$ cat config.mk
export PLATFORM = sky130hd
export DESIGN_NAME = counter_burst_arbiter
export DESIGN_NICKNAME = d
export VERILOG_FILES = /design/src/rtl/counter_burst_arbiter.sv
export SDC_FILE = /design/constraint.sdc
export NUM_CORES = 1
export LEC_CHECK = 0
export CAP_MARGIN = 20
export CORE_MARGIN = 3
export CORE_UTILIZATION = 49
export DETAILED_ROUTE_END_ITERATION = 12
export GPL_TIMING_DRIVEN = 0
export MAX_ROUTING_LAYER = met4
export PLACE_DENSITY = 0.83
export SKIP_CTS_REPAIR_TIMING = 1
export SLEW_MARGIN = 20
export SYNTH_ARGS = -nofsm -noshare
export SYNTH_HDL_FRONTEND = slang
export SYNTH_SLANG_ARGS = --single-unit
$ cat constraint.sdc
create_clock -name clock -period 2.1 [get_ports clock]
set_input_delay 0.42 -clock clock [delete_from_list [all_inputs] [get_ports clock]]
set_output_delay 0.42 -clock clock [all_outputs]
set_load 0.005 [all_outputs]
$ cat src/rtl/counter_burst_arbiter.sv
// Round-robin arbiter and burst sequencer for one shared up-counter.
// Two requesters each ask for a burst of N counts. One owner at a time sees
// data step through 0..N-1, one value per clock, followed by a one-cycle done
// pulse. A length input of 0 means a burst of 2^WIDTH counts.
//
// Ports:
//   clock  - sole clock, posedge
//   clear  - asynchronous active-high reset
//   req    - level request per requester (bit 0 = requester 0)
//   len0   - burst length for requester 0 (0 -> 2^WIDTH)
//   len1   - burst length for requester 1 (0 -> 2^WIDTH)
//   grant  - one-hot owner of data, 00 when no owner
//   busy   - high while a burst runs and during its completion cycle
//   done   - one-cycle completion pulse to the owner
//   data   - shared count value
module counter_burst_arbiter #(
  parameter int unsigned WIDTH = 4
) (
  input  logic             clock,
  input  logic             clear,
  input  logic [1:0]       req,
  input  logic [WIDTH-1:0] len0,
  input  logic [WIDTH-1:0] len1,
  output logic [1:0]       grant,
  output logic             busy,
  output logic [1:0]       done,
  output logic [WIDTH-1:0] data
);

  typedef enum logic [1:0] {StIdle, StRun, StDone} state_e;

  state_e           state_q;
  logic             ptr_q;    // favoured requester when both request
  logic             owner_q;  // requester holding the current burst
  logic [WIDTH-1:0] lim_q;    // last count of the burst, len - 1

  logic             pick;
  logic [WIDTH-1:0] pick_len;

  // Arbitration decision for the IDLE state; only used when req != 00.
  always_comb begin
    pick = ptr_q;
    case (req)
      2'b01:   pick = 1'b0;
      2'b10:   pick = 1'b1;
      default: pick = ptr_q;
    endcase
    pick_len = pick ? len1 : len0;
  end

  always_ff @(posedge clock or posedge clear) begin
    if (clear) begin
      state_q <= StIdle;
      ptr_q   <= 1'b0;
      owner_q <= 1'b0;
      lim_q   <= '0;
      grant   <= 2'b00;
      busy    <= 1'b0;
      done    <= 2'b00;
      data    <= '0;
    end else begin
      case (state_q)
        StIdle: begin
          if (req != 2'b00) begin
            owner_q <= pick;
            // Length 0 wraps to all-ones, giving a full 2^WIDTH burst.
            lim_q   <= pick_len - WIDTH'(1);
            data    <= '0;
            grant   <= pick ? 2'b10 : 2'b01;
            busy    <= 1'b1;
            state_q <= StRun;
          end
        end
        StRun: begin
          if (!req[owner_q]) begin
            // Owner withdrew: abort silently, data keeps its last value.
            grant   <= 2'b00;
            busy    <= 1'b0;
            ptr_q   <= ~owner_q;
            state_q <= StIdle;
          end else if (data == lim_q) begin
            grant   <= 2'b00;
            done    <= grant;
            ptr_q   <= ~owner_q;
            state_q <= StDone;
          end else begin
            data <= data + WIDTH'(1);
          end
        end
        StDone: begin
          done    <= 2'b00;
          busy    <= 1'b0;
          state_q <= StIdle;
        end
        default: begin
          grant   <= 2'b00;
          busy    <= 1'b0;
          done    <= 2'b00;
          state_q <= StIdle;
        end
      endcase
    end
  end

endmodule

==> results.toml <==
[hold_path]
hold_class = "input pin to async pin"

[die]
core_area_sq_um = 1802
die_w_microns = 50.43
row_count = 15
start_util = 0.5368
die_h_microns = 50.43
dieArea_sq_um = 2543
pin_count = 21

[synth]
synth_cell_types = 31
synth_edf_count = 0
synth_cells = 92
synth.avg_cell_area_sq_um = 10.51
synth-main-ff-cell = "dfrtp_1"
synth_fp_nets = 108
synth.most_common_cell = "dfrtp_1"
synth.top_cells.by_count = "17 x dfrtp_1, 11 x mux2i_1, 6 x nand2_1, 6 x xor2_1"
netlist.area_leader.share = 0.4398
synth.top_cells.by_area = "dfrtp_1 44%, mux2i_1 11%, xor2_1 5.4%, ha_1 5.2%, nand2b_1 3.2%"
syn_area_sq_um = 967.2
synth_warnings = 0
synth_area_leader_cell = "dfrtp_1"
ys_ff_latch = 17
async_flop_share = 1.000
ys_seq_area_frac = 0.4398

[sta]
min_period_ns = 1.804
whs_ns = 0.5071
rsz0062_at_grt = "false"
worst_pin_slew_ns = 0.6373
finClkSkew_ns = 0.001170
setup_viol = 0
slew_headroom = 0.5746
fmax_mhz = 554.4
worst_slack_ns = 0.2964
period_share = 0.8589
slew_viol_final = 0
finalHoldViolations = 0

[route]
vias = 753
ant_nets = 0
route.detailed.drc = 0
drt_first_pass_iters = 4
viasPerCell = 5.229
totalWireLength_microns = 1825
drtIter0Drc = 12
wire_per_inst_microns = 12.67

[worst_setup_path]
ff2ff_path_depth = 5
critPathLaunchType = "input pin"
reg2reg_from = "data[1]"
crit_fanout = 6
crit_required_ns = 2.28
crit_type = "input pin to flip-flop"
end_kind = "flip-flop"
reg2reg_slack_ns = 0.39
cp.arrival_ns = 1.98
r2r-end = "done[0]"

[status]
status = "completed"

[grt]
grt_pass1_vias = 784
grt_pass1_wl_microns = 3167
grt_max_degree = 18
grt_overflow = 0
antenna_found_initial = 0
grtUsageTotal = 0.1615

[clock_network]
ctsLongestPathBuffers = 2
cts_root_buf = "clkbuf_4"
cts_buffers = 3
tritoncts = "built"
clk_pin_slew_ns = 0.10
htree_num_levels = 1
insertion_delay_ns = 0.28
numClockSinks = 17

[finish]
drive_gt1_frac = 0.1597
antennaDiodeCount = 0
nets = 136
postLayoutCoreUtil = 0.7132
final_area_sq_um = 1285
syn2layout_area_growth_pct = 32.86

[job]
drv_cap = 0

[power]
vdd_drop_max_mv = 0.6121
leakagePower_nw = 0.6130
power_density_nw_per_um2 = 1194
power_w = 0.001534

[place]
gp_congestion = 0.8341
placed_cell_area_sq_um = 1199
dp_hpwl_microns = 1457
io_buffers = 20
post-place-ws_ns = -0.6581
[worst max-delay path by stage]
stage | start | end | cells past startpoint
2_1_floorplan | req[0] | lim_q[2] | 7
3_3_place_gp | req[1] | lim_q[2] | 8
3_5_place_dp | req[1] | lim_q[2] | 8
4_1_cts | req[1] | lim_q[2] | 8
5_1_grt | data[1] | done[1] | 5
6_report | req[1] | lim_q[2] | 8
[logic make-up after synthesis]
| group | after synthesis | share of synthesized area |
|---|---|---|
| adder cells (fa/ha/maj) | 4 | 0.05175 |
| buffers and inverters | 8 | 0.03751 |
| AO/OA/AOI/OAI | 10 | 0.06985 |
| multiplexers | 12 | 0.1255 |
| XOR/XNOR | 7 | 0.06339 |
| flip-flops | 17 | 0.4398 |
| AND/OR/NAND/NOR | 34 | 0.2121 |
[through the flow]
stage / cells / setup TNS [ns]
4_1_cts: 141 / -0.6347
6_report: 144 / 0
3_5_place_dp: 137 / -2.986
5_1_grt: 144 / 0
2_1_floorplan: 92 / 0
3_3_place_gp: 137 / -2.159
[power breakdown]
group / switching [W] / total [W] / leakage (nW) / internal (W)
clock network: 0.000105 / 0.000175 / 0.0177 / 0.0000706
logic: 0.000337 / 0.000763 / 0.382 / 0.000426
registers: 0.000133 / 0.000596 / 0.213 / 0.000463
total: 0.000575 / 0.00153 / 0.613 / 0.000959
[layout make-up]
type / instances / area, sq um
repair buffers: 23 / 227.7
clock inverters: 1 / 5.005
clock buffers: 3 / 22.52
fillers: 143 / 516.7
flip-flops and latches: 17 / 425.4
inverters: 5 / 18.77
well taps: 25 / 31.28
plain buffers: 3 / 17.52
multi-input cells: 67 / 536.8
[state kept, by name, summed over array words and instances (netlist names)]
| register | cells |
|---|---|
| busy | 1 |
| data | 4 |
| done | 2 |
| grant | 2 |
| lim_q | 4 |
| owner_q | 1 |
| ptr_q | 1 |
| state_q | 2 |
[critical path, stage by stage]
cell	delay (ns)
dlymetal6s2s_1	0.13
inv_1	0.09
ha_4	0.28
mux2i_4	0.32
mux2i_2	0.28
ha_2	0.21
xor2_1	0.18
o21ai_1	0.08
[metal layers]
metal  track usage  vias up  share of wire
li1              -      379              -
met1        0.1894      359           0.43
met2        0.3000       15           0.54
met3       0.01780        0          0.032
met4       0.02691        0              0
met5             -        -              0
[cell usage in the layout (no fill, tap or decap), drive strengths merged]
cell type and n:
o32ai 1, nand3 4, nor3 3, clkdlybuf4s50 18
a21o 2, nor2 4, o22ai 1, nand2 6
a221o 1, nor3b 2, and2b 1, and3 2
and3b 2, buf 5, dlymetal6s2s 2, xor2 6
dfrtp 17, mux2 1, nand4b 1, ha 4
clkbuf 4, nor4 1, clkinv 1, inv 5
nor4bb 1, o21ai 3, a22oi 1, xnor2 1
or3 2, nand2b 5, a21oi 1, mux2i 11
Note: power is estimated with default switching activity, not from simulation.
